<file path="config.mk">
export PLATFORM = sky130hd
export DESIGN_NAME = hazard_ctrl_flat
export DESIGN_NICKNAME = d
export VERILOG_FILES = /design/src/rtl/hazard_pkg.sv /design/src/rtl/hazard_ctrl_if.sv /design/src/rtl/hazard_ctrl_step_gate.sv /design/src/rtl/hazard_ctrl.sv /design/src/flat_wrapper.sv
export SDC_FILE = /design/constraint.sdc
export NUM_CORES = 1
export LEC_CHECK = 0
export BUFFER_PORTS_ARGS = -buffer_cell sky130_fd_sc_hd__buf_4
export CORE_UTILIZATION = 35
export CTS_CLUSTER_DIAMETER = 30
export DETAILED_ROUTE_END_ITERATION = 12
export GPL_ROUTABILITY_DRIVEN = 0
export PLACE_DENSITY = 0.68
export SLEW_MARGIN = 25
export SYNTH_ARGS = -nofsm -noshare
export SYNTH_HDL_FRONTEND = slang
export SYNTH_HIERARCHICAL = 1
export SYNTH_SLANG_ARGS = --single-unit
export TNS_END_PERCENT = 1
</file>
<file path="constraint.sdc">
create_clock -name PCLK -period 2 [get_ports PCLK]
set_clock_uncertainty 0.05 [all_clocks]
set_input_delay 0 -clock PCLK [delete_from_list [all_inputs] [get_ports PCLK]]
set_output_delay 0 -clock PCLK [all_outputs]
set_load 0.01 [all_outputs]
</file>
<file path="src/rtl/hazard_pkg.sv">
// Shared definitions for the pipeline hazard/step control slice:
// forwarding-select encodings, step FSM states and a forwarding
// priority helper.
package hazard_pkg;

  typedef logic [1:0] fwd_sel_t;

  localparam fwd_sel_t FWD_REG   = 2'b00;
  localparam fwd_sel_t FWD_EXMEM = 2'b01;
  localparam fwd_sel_t FWD_WB    = 2'b10;

  typedef enum logic [1:0] {
    ST_RUN  = 2'd0,
    ST_HALT = 2'd1,
    ST_STEP = 2'd2
  } step_state_t;

  // The younger producer (EX/MEM) wins over the older one (MEM/WB).
  function automatic fwd_sel_t fwd_pick(input logic exmem_hit, input logic memwb_hit);
    if (exmem_hit)
      return FWD_EXMEM;
    else if (memwb_hit)
      return FWD_WB;
    else
      return FWD_REG;
  endfunction

endpackage

</file>
<file path="src/rtl/hazard_ctrl_if.sv">
// Bundle between the core top (master) and hazard_ctrl (slave):
// pipeline status in, per-stage controls and forwarding selects out.
interface hazard_ctrl_if
  import hazard_pkg::*;
#(
  parameter int REG_AW = 4
) ();

  // run control
  logic              pause;
  logic              step_pulse;

  // ID stage
  logic [REG_AW-1:0] id_rs;
  logic [REG_AW-1:0] id_rt;
  logic              id_uses_rs;
  logic              id_uses_rt;
  logic              id_branch_taken;

  // ID/EX, EX/MEM, MEM/WB
  logic [REG_AW-1:0] ex_rs;
  logic [REG_AW-1:0] ex_rt;
  logic [REG_AW-1:0] idex_wa;
  logic              idex_regwrite;
  logic              idex_memread;
  logic [REG_AW-1:0] exmem_wa;
  logic              exmem_regwrite;
  logic [REG_AW-1:0] memwb_wa;
  logic              memwb_regwrite;

  // controls
  logic              adv;
  logic              pc_en;
  logic              ifid_en;
  logic              ifid_flush;
  logic              idex_bubble;
  fwd_sel_t          fwd_a;
  fwd_sel_t          fwd_b;
  logic              id_byp_a;
  logic              id_byp_b;
  logic              busy_stall;
  logic [15:0]       perf_stall_cnt;
  logic [15:0]       perf_flush_cnt;

  modport slave (
    input  pause, step_pulse,
    input  id_rs, id_rt, id_uses_rs, id_uses_rt, id_branch_taken,
    input  ex_rs, ex_rt, idex_wa, idex_regwrite, idex_memread,
    input  exmem_wa, exmem_regwrite, memwb_wa, memwb_regwrite,
    output adv, pc_en, ifid_en, ifid_flush, idex_bubble,
    output fwd_a, fwd_b, id_byp_a, id_byp_b, busy_stall,
    output perf_stall_cnt, perf_flush_cnt
  );

  modport master (
    output pause, step_pulse,
    output id_rs, id_rt, id_uses_rs, id_uses_rt, id_branch_taken,
    output ex_rs, ex_rt, idex_wa, idex_regwrite, idex_memread,
    output exmem_wa, exmem_regwrite, memwb_wa, memwb_regwrite,
    input  adv, pc_en, ifid_en, ifid_flush, idex_bubble,
    input  fwd_a, fwd_b, id_byp_a, id_byp_b, busy_stall,
    input  perf_stall_cnt, perf_flush_cnt
  );

endinterface

</file>
<file path="src/rtl/hazard_ctrl_step_gate.sv">
// Run/halt/single-step engine. Produces go, the "pipeline advances
// this cycle" strobe. Step requests arriving while a step is already
// executing (or while a queued step is being launched) are queued in a
// saturating counter and replayed one per HALT->STEP round trip.
module step_gate
  import hazard_pkg::*;
#(
  parameter int STEP_QW = 4
) (
  input  logic PCLK,
  input  logic RST,
  input  logic pause,
  input  logic step_pulse,
  output logic go
);

  localparam logic [STEP_QW-1:0] PEND_MAX = {STEP_QW{1'b1}};
  localparam logic [STEP_QW-1:0] PEND_ONE = STEP_QW'(1);

  step_state_t        state_reg, state_next;
  logic [STEP_QW-1:0] pend_reg, pend_next;

  // state and pending-step registers
  always_ff @(posedge PCLK) begin
    if (RST) begin
      state_reg <= ST_RUN;
      pend_reg  <= '0;
    end else begin
      state_reg <= state_next;
      pend_reg  <= pend_next;
    end
  end

  // next state and queue bookkeeping; a pulse that launches a step is
  // consumed by it, otherwise the launch drains one queued request
  always_comb begin
    state_next = state_reg;
    pend_next  = pend_reg;
    case (state_reg)
      ST_RUN: begin
        if (pause)
          state_next = ST_HALT;
      end
      ST_HALT: begin
        if (!pause) begin
          state_next = ST_RUN;
        end else if (step_pulse || (pend_reg != '0)) begin
          state_next = ST_STEP;
          if (!step_pulse)
            pend_next = pend_reg - PEND_ONE;
        end
      end
      ST_STEP: begin
        state_next = pause ? ST_HALT : ST_RUN;
        if (step_pulse && (pend_reg != PEND_MAX))
          pend_next = pend_reg + PEND_ONE;
      end
      default: begin
        state_next = ST_RUN;
      end
    endcase
  end

  assign go = ~RST & (((state_reg == ST_RUN) & ~pause) | (state_reg == ST_STEP));

endmodule

</file>
<file path="src/rtl/hazard_ctrl.sv">
// Central pipeline control: per-stage advance enables, load-use stall,
// branch flush, EX forwarding selects and ID writeback bypass.
// Optional feature macro: HAZARD_PERF_EN builds the stall/flush
// performance counters; without it both counter outputs read zero.
module hazard_ctrl
  import hazard_pkg::*;
#(
  parameter int REG_AW       = 4,
  parameter int LU_BUBBLES   = 1,
  parameter int R0_HARDWIRED = 1,
  parameter int STEP_QW      = 4
) (
  input  logic         PCLK,
  input  logic         RST,
  hazard_ctrl_if.slave bus
);

  localparam logic [1:0] LU_LOAD = 2'(LU_BUBBLES - 1);

  // Register 0 is never a real producer when it is hardwired.
  function automatic logic addr_ok(input logic [REG_AW-1:0] a);
    return (R0_HARDWIRED == 0) || (a != '0);
  endfunction

  logic go;

  step_gate #(
    .STEP_QW (STEP_QW)
  ) u_step_gate (
    .PCLK       (PCLK),
    .RST        (RST),
    .pause      (bus.pause),
    .step_pulse (bus.step_pulse),
    .go         (go)
  );

  // operand-indexed views so both read ports share one generate body
  logic [REG_AW-1:0] ex_src  [2];
  logic [REG_AW-1:0] id_src  [2];
  logic              id_uses [2];
  fwd_sel_t          fwd_sel [2];
  logic              byp     [2];
  logic              lu_hit  [2];

  assign ex_src[0]  = bus.ex_rs;
  assign ex_src[1]  = bus.ex_rt;
  assign id_src[0]  = bus.id_rs;
  assign id_src[1]  = bus.id_rt;
  assign id_uses[0] = bus.id_uses_rs;
  assign id_uses[1] = bus.id_uses_rt;

  logic exmem_live, memwb_live, idex_load_live;

  assign exmem_live     = bus.exmem_regwrite & addr_ok(bus.exmem_wa);
  assign memwb_live     = bus.memwb_regwrite & addr_ok(bus.memwb_wa);
  assign idex_load_live = bus.idex_memread & bus.idex_regwrite & addr_ok(bus.idex_wa);

  generate
    for (genvar gi = 0; gi < 2; gi++) begin : g_operand
      assign fwd_sel[gi] = RST ? FWD_REG
                               : fwd_pick(exmem_live & (bus.exmem_wa == ex_src[gi]),
                                          memwb_live & (bus.memwb_wa == ex_src[gi]));
      assign byp[gi]     = ~RST & memwb_live & (bus.memwb_wa == id_src[gi]);
      assign lu_hit[gi]  = id_uses[gi] & (bus.idex_wa == id_src[gi]);
    end
  endgenerate

  assign bus.fwd_a    = fwd_sel[0];
  assign bus.fwd_b    = fwd_sel[1];
  assign bus.id_byp_a = byp[0];
  assign bus.id_byp_b = byp[1];

  // load-use stall: the detection cycle plus LU_BUBBLES-1 counted cycles
  logic       lu_hazard, stall;
  logic [1:0] lu_cnt_reg, lu_cnt_next;

  assign lu_hazard = idex_load_live & (lu_hit[0] | lu_hit[1]);
  assign stall     = go & (lu_hazard | (lu_cnt_reg != 2'd0));

  // bubble countdown only moves on cycles where the pipeline advances
  always_comb begin
    lu_cnt_next = lu_cnt_reg;
    if (go) begin
      if (lu_cnt_reg != 2'd0)
        lu_cnt_next = lu_cnt_reg - 2'd1;
      else if (lu_hazard)
        lu_cnt_next = LU_LOAD;
    end
  end

  // bubble counter register
  always_ff @(posedge PCLK) begin
    if (RST)
      lu_cnt_reg <= 2'd0;
    else
      lu_cnt_reg <= lu_cnt_next;
  end

  logic flush;
  assign flush = go & bus.id_branch_taken & ~stall;

  assign bus.adv         = go;
  assign bus.pc_en       = go & ~stall;
  assign bus.ifid_en     = go & ~stall;
  assign bus.ifid_flush  = flush;
  assign bus.idex_bubble = stall;
  assign bus.busy_stall  = stall;

`ifdef HAZARD_PERF_EN
  logic [15:0] perf_stall_cnt_reg, perf_flush_cnt_reg;

  // wrapping event counters for stall and flush cycles
  always_ff @(posedge PCLK) begin
    if (RST) begin
      perf_stall_cnt_reg <= 16'd0;
      perf_flush_cnt_reg <= 16'd0;
    end else begin
      if (stall)
        perf_stall_cnt_reg <= perf_stall_cnt_reg + 16'd1;
      if (flush)
        perf_flush_cnt_reg <= perf_flush_cnt_reg + 16'd1;
    end
  end

  assign bus.perf_stall_cnt = RST ? 16'd0 : perf_stall_cnt_reg;
  assign bus.perf_flush_cnt = RST ? 16'd0 : perf_flush_cnt_reg;
`else
  assign bus.perf_stall_cnt = 16'd0;
  assign bus.perf_flush_cnt = 16'd0;
`endif

endmodule

</file>
<file path="src/flat_wrapper.sv">
// flat-port wrapper written by rule: the top's interface ports become plain ports
module hazard_ctrl_flat import hazard_pkg::*;
#(
  parameter int REG_AW       = 4,
  parameter int LU_BUBBLES   = 1,
  parameter int R0_HARDWIRED = 1,
  parameter int STEP_QW      = 4
)
  (PCLK, RST, bus_pause, bus_step_pulse, bus_id_rs, bus_id_rt, bus_id_uses_rs, bus_id_uses_rt, bus_id_branch_taken, bus_ex_rs, bus_ex_rt, bus_idex_wa, bus_idex_regwrite, bus_idex_memread, bus_exmem_wa, bus_exmem_regwrite, bus_memwb_wa, bus_memwb_regwrite, bus_adv, bus_pc_en, bus_ifid_en, bus_ifid_flush, bus_idex_bubble, bus_fwd_a, bus_fwd_b, bus_id_byp_a, bus_id_byp_b, bus_busy_stall, bus_perf_stall_cnt, bus_perf_flush_cnt);
  hazard_ctrl_if #(.REG_AW(REG_AW)) bus_i ();
  input  logic PCLK;
  input  logic RST;
  input wire logic [$bits(bus_i.pause)-1:0] bus_pause;
  input wire logic [$bits(bus_i.step_pulse)-1:0] bus_step_pulse;
  input wire logic [$bits(bus_i.id_rs)-1:0] bus_id_rs;
  input wire logic [$bits(bus_i.id_rt)-1:0] bus_id_rt;
  input wire logic [$bits(bus_i.id_uses_rs)-1:0] bus_id_uses_rs;
  input wire logic [$bits(bus_i.id_uses_rt)-1:0] bus_id_uses_rt;
  input wire logic [$bits(bus_i.id_branch_taken)-1:0] bus_id_branch_taken;
  input wire logic [$bits(bus_i.ex_rs)-1:0] bus_ex_rs;
  input wire logic [$bits(bus_i.ex_rt)-1:0] bus_ex_rt;
  input wire logic [$bits(bus_i.idex_wa)-1:0] bus_idex_wa;
  input wire logic [$bits(bus_i.idex_regwrite)-1:0] bus_idex_regwrite;
  input wire logic [$bits(bus_i.idex_memread)-1:0] bus_idex_memread;
  input wire logic [$bits(bus_i.exmem_wa)-1:0] bus_exmem_wa;
  input wire logic [$bits(bus_i.exmem_regwrite)-1:0] bus_exmem_regwrite;
  input wire logic [$bits(bus_i.memwb_wa)-1:0] bus_memwb_wa;
  input wire logic [$bits(bus_i.memwb_regwrite)-1:0] bus_memwb_regwrite;
  output wire logic [$bits(bus_i.adv)-1:0] bus_adv;
  output wire logic [$bits(bus_i.pc_en)-1:0] bus_pc_en;
  output wire logic [$bits(bus_i.ifid_en)-1:0] bus_ifid_en;
  output wire logic [$bits(bus_i.ifid_flush)-1:0] bus_ifid_flush;
  output wire logic [$bits(bus_i.idex_bubble)-1:0] bus_idex_bubble;
  output wire logic [$bits(bus_i.fwd_a)-1:0] bus_fwd_a;
  output wire logic [$bits(bus_i.fwd_b)-1:0] bus_fwd_b;
  output wire logic [$bits(bus_i.id_byp_a)-1:0] bus_id_byp_a;
  output wire logic [$bits(bus_i.id_byp_b)-1:0] bus_id_byp_b;
  output wire logic [$bits(bus_i.busy_stall)-1:0] bus_busy_stall;
  output wire logic [$bits(bus_i.perf_stall_cnt)-1:0] bus_perf_stall_cnt;
  output wire logic [$bits(bus_i.perf_flush_cnt)-1:0] bus_perf_flush_cnt;
  assign bus_i.pause = bus_pause;
  assign bus_i.step_pulse = bus_step_pulse;
  assign bus_i.id_rs = bus_id_rs;
  assign bus_i.id_rt = bus_id_rt;
  assign bus_i.id_uses_rs = bus_id_uses_rs;
  assign bus_i.id_uses_rt = bus_id_uses_rt;
  assign bus_i.id_branch_taken = bus_id_branch_taken;
  assign bus_i.ex_rs = bus_ex_rs;
  assign bus_i.ex_rt = bus_ex_rt;
  assign bus_i.idex_wa = bus_idex_wa;
  assign bus_i.idex_regwrite = bus_idex_regwrite;
  assign bus_i.idex_memread = bus_idex_memread;
  assign bus_i.exmem_wa = bus_exmem_wa;
  assign bus_i.exmem_regwrite = bus_exmem_regwrite;
  assign bus_i.memwb_wa = bus_memwb_wa;
  assign bus_i.memwb_regwrite = bus_memwb_regwrite;
  assign bus_adv = bus_i.adv;
  assign bus_pc_en = bus_i.pc_en;
  assign bus_ifid_en = bus_i.ifid_en;
  assign bus_ifid_flush = bus_i.ifid_flush;
  assign bus_idex_bubble = bus_i.idex_bubble;
  assign bus_fwd_a = bus_i.fwd_a;
  assign bus_fwd_b = bus_i.fwd_b;
  assign bus_id_byp_a = bus_i.id_byp_a;
  assign bus_id_byp_b = bus_i.id_byp_b;
  assign bus_busy_stall = bus_i.busy_stall;
  assign bus_perf_stall_cnt = bus_i.perf_stall_cnt;
  assign bus_perf_flush_cnt = bus_i.perf_flush_cnt;
  hazard_ctrl #(.REG_AW(REG_AW), .LU_BUBBLES(LU_BUBBLES), .R0_HARDWIRED(R0_HARDWIRED), .STEP_QW(STEP_QW)) u_core (.PCLK(PCLK), .RST(RST), .bus(bus_i));
endmodule
</file>
==> impl_results.md <==
* Register area share after synthesis at 13.3%
* Final setup violation count at 0
* Slew headroom at 63.4%
* Total track usage at around 14%
* Setup_tns at 0 ps
* Ys async rst share at 0%
* Syn Inst Count at 143
* H-tree depth at 1
* MaxCap Viol Count at 0
* Layout Nets at 234
* First-pass DRT Iterations at 3
* Routed vias/inst at 4.27
* RR Startpoint: u_core/u_step_gate/state_reg[0]$_SDFFE_PP0P_
* Placed Area at 0.00148 mm^2
* CTS Root Cell: clkbuf_4
* Clk_lat worst skew at 250 ps
* Most frequent cell after synthesis: buf_4
* Fin. max-slew vios at 0
* IO Port Bufs at 50
* Worst R2R Path Depth at 7
* DRT antenna net count at 0
* Worst hold path depth at 4
* Hold Path Class: in2reg
* Clk slew on worst S/H paths at 50 ps
* Die width at 60.8 um
* Critical path class: in2out
* Slew @ Worst Pin at around 540 ps
* Area leader, netlist: buf_4
* CTS tree: yes
* Mapped Area at around 0.0012 mm^2
* Pwr Density at 341 mW/mm^2
* TritonCTS buffer count at 3
* Worst reg2reg setup slack at 330 ps
* # Post-CTS Setup Buffers at 0
* Capturing point of the worst reg2reg path: u_core/u_step_gate/pend_reg[3]$_SDFFE_PP0P_
* Pleak at 0.656 nW
* FILL cells at 355
* Initial antenna violation count at 0
* Bufs on Longest Clock Path at 2
* Layout Utilization at 48.2%
* Hold Vio Cnt, Final at 0
* Vias post-DR at 1004
* Post-synth top area share at 21.1%
* Largest register FFs at 4
* Top cells by area, synth: buf_4 21%, xnor2_1 20%, dfxtp_1 13%, xor2_1 5.8%, nor2_1 3.4%
* Hold path endpoint: u_core/u_step_gate/pend_reg[0]$_SDFFE_PP0P_
* Setup crit end kind: output pin
* Initial Util at between 30% and 40%
* #FFs+latches synth at 8
* Crit start category: primary input
* First-pass GRT wire length at 3.86 mm
* DRC violations left at 0
* Vias in the first global route at between 800 and 900
* Area grow syn2layout at 25.7%
* YS warnings at 6
* Post-synth EDFFs at 0
* Commonest cells in the netlist: 34 x buf_4, 28 x xnor2_1, 11 x nor2_1
* Crit path max fanout at 6
* Drt wl/cell at 10.3 um
* Worst vdd ir at 0.136 mV
* Crit path DAT at between 1500 and 2000 ps
* Rows at 20
* Grt ovf at 0
* RSZ-0062 raised after global routing: no
* Worst endpoint required time at 1950 ps
* Worst Min Path Start: bus_step_pulse
* Mean post-synth cell area at 8.45 um^2
* Synth cell types at 32
* HPWL Detailed at 2.07 mm
* Chip Height at 60.8 um
* # diodes at 0
* Sinks on Clock Net at 8
* Final instance area at around 0.0015 mm^2
* Full die area at around 0.0037 mm^2
* Routed WL at 2.43 mm
* Power Total at 518 uW
* Outcome: completed
* Share of cells above drive strength 1 at around 34%
* DP Cell Count at between 200 and 250
* Max Clk Rate at 558 MHz
* Boundary Pins at 83
* PostCTS Resize Cnt at 0
* 1st-iter DRT viols at 15
* Clock period minus worst slack at ~1800 ps
* Largest net degree at the start of global routing at 13
* Post-synth top flop: dfxtp_1
* Core box area at 0.00315 mm^2
* Layout Cells excl Fill at ~240
* Tcrit/Tclk final at 89.6%
## area by class of cell
type / count / area, um^2 / share of cell area (%)
multi-input cells: 128 / 886 / 58.3
repair buffers: 52 / 395 / 26.0
flip-flops and latches: 8 / 160 / 10.5
well taps: 44 / 55.1 / 3.62
clock buffers: 3 / 22.5 / 1.48
## placed cells by master, fill, tap and decap left out, drive strengths merged
master,instances
a21oi,2
a31oi,1
and3b,2
and4,3
buf,50
clkbuf,3
conb,32
dfxtp,8
dlygate4sd3,2
ha,2
mux2i,2
nand2,2
nand2b,2
nand3b,3
nand4,6
nor2,11
nor2b,3
nor3,7
nor3b,2
nor4,3
nor4b,1
o21ai,3
o31a,1
o32ai,1
o41ai,1
or2,1
or4,1
xnor2,28
xor2,8
## metal layers
metal  global-route usage (%)  part of all wire [%]
met1                     17.0                    42
met2                     24.3                    52
met3                     2.35                   5.9
met4                     2.92                     0
met5                        0                     0
## power breakdown
part | internal [mW] | switching [mW]
clock | 0.0685 | 0.0528
sequential | 0.162 | 0.00341
combinational | 0.118 | 0.113
## cells by family after synthesis
family	Yosys count	share of synthesized area [%]
compound gates	9	8.18
xor+xnor	36	26.1
fa+ha+maj	2	2.07
buf+inv	38	23.1
flops	8	13.3
mux	2	1.66
other cells	1	0.310
simple gates	47	25.4
## worst max-delay path, stage by stage
cell and delay (ps):
dlygate4sd3_1 540, buf_4 140, nor2b_1 120, nor3_1 430
nor4b_2 340, buf_4 170
## worst max path at each step
| stage | startpoint | end | slack [ps] | cells after the start |
|---|---|---|---|---|
| floorplan | u_core/u_step_gate/state_reg[0]$_SDFFE_PP0P_ | u_core/u_step_gate/pend_reg[3]$_SDFFE_PP0P_ | 450 | 7 |
| global placement | u_core/u_step_gate/state_reg[0]$_SDFFE_PP0P_ | u_core/u_step_gate/pend_reg[3]$_SDFFE_PP0P_ | 400 | 7 |
| detailed placement | u_core/u_step_gate/state_reg[0]$_SDFFE_PP0P_ | u_core/u_step_gate/pend_reg[3]$_SDFFE_PP0P_ | 340 | 7 |
| CTS | bus_pause | bus_ifid_en | 180 | 6 |
| global route | bus_pause | bus_pc_en | 60 | 6 |
| finish | bus_pause | bus_ifid_en | 210 | 6 |
## stage by stage
stage,setup slack (ps),hold WS (ps)
2_1_floorplan,449,4.40
3_3_place_gp,401,219
3_5_place_dp,342,231
4_1_cts,178,150
5_1_grt,64.3,166
6_report,208,152
## what timing repair did
item                                    4_1_cts  5_1_grt
hold buffers                                  2        0
endpoints found under the setup margin        0        0
hold endpoints to repair                      8        0
Note: power is estimated with default switching activity, not from simulation.
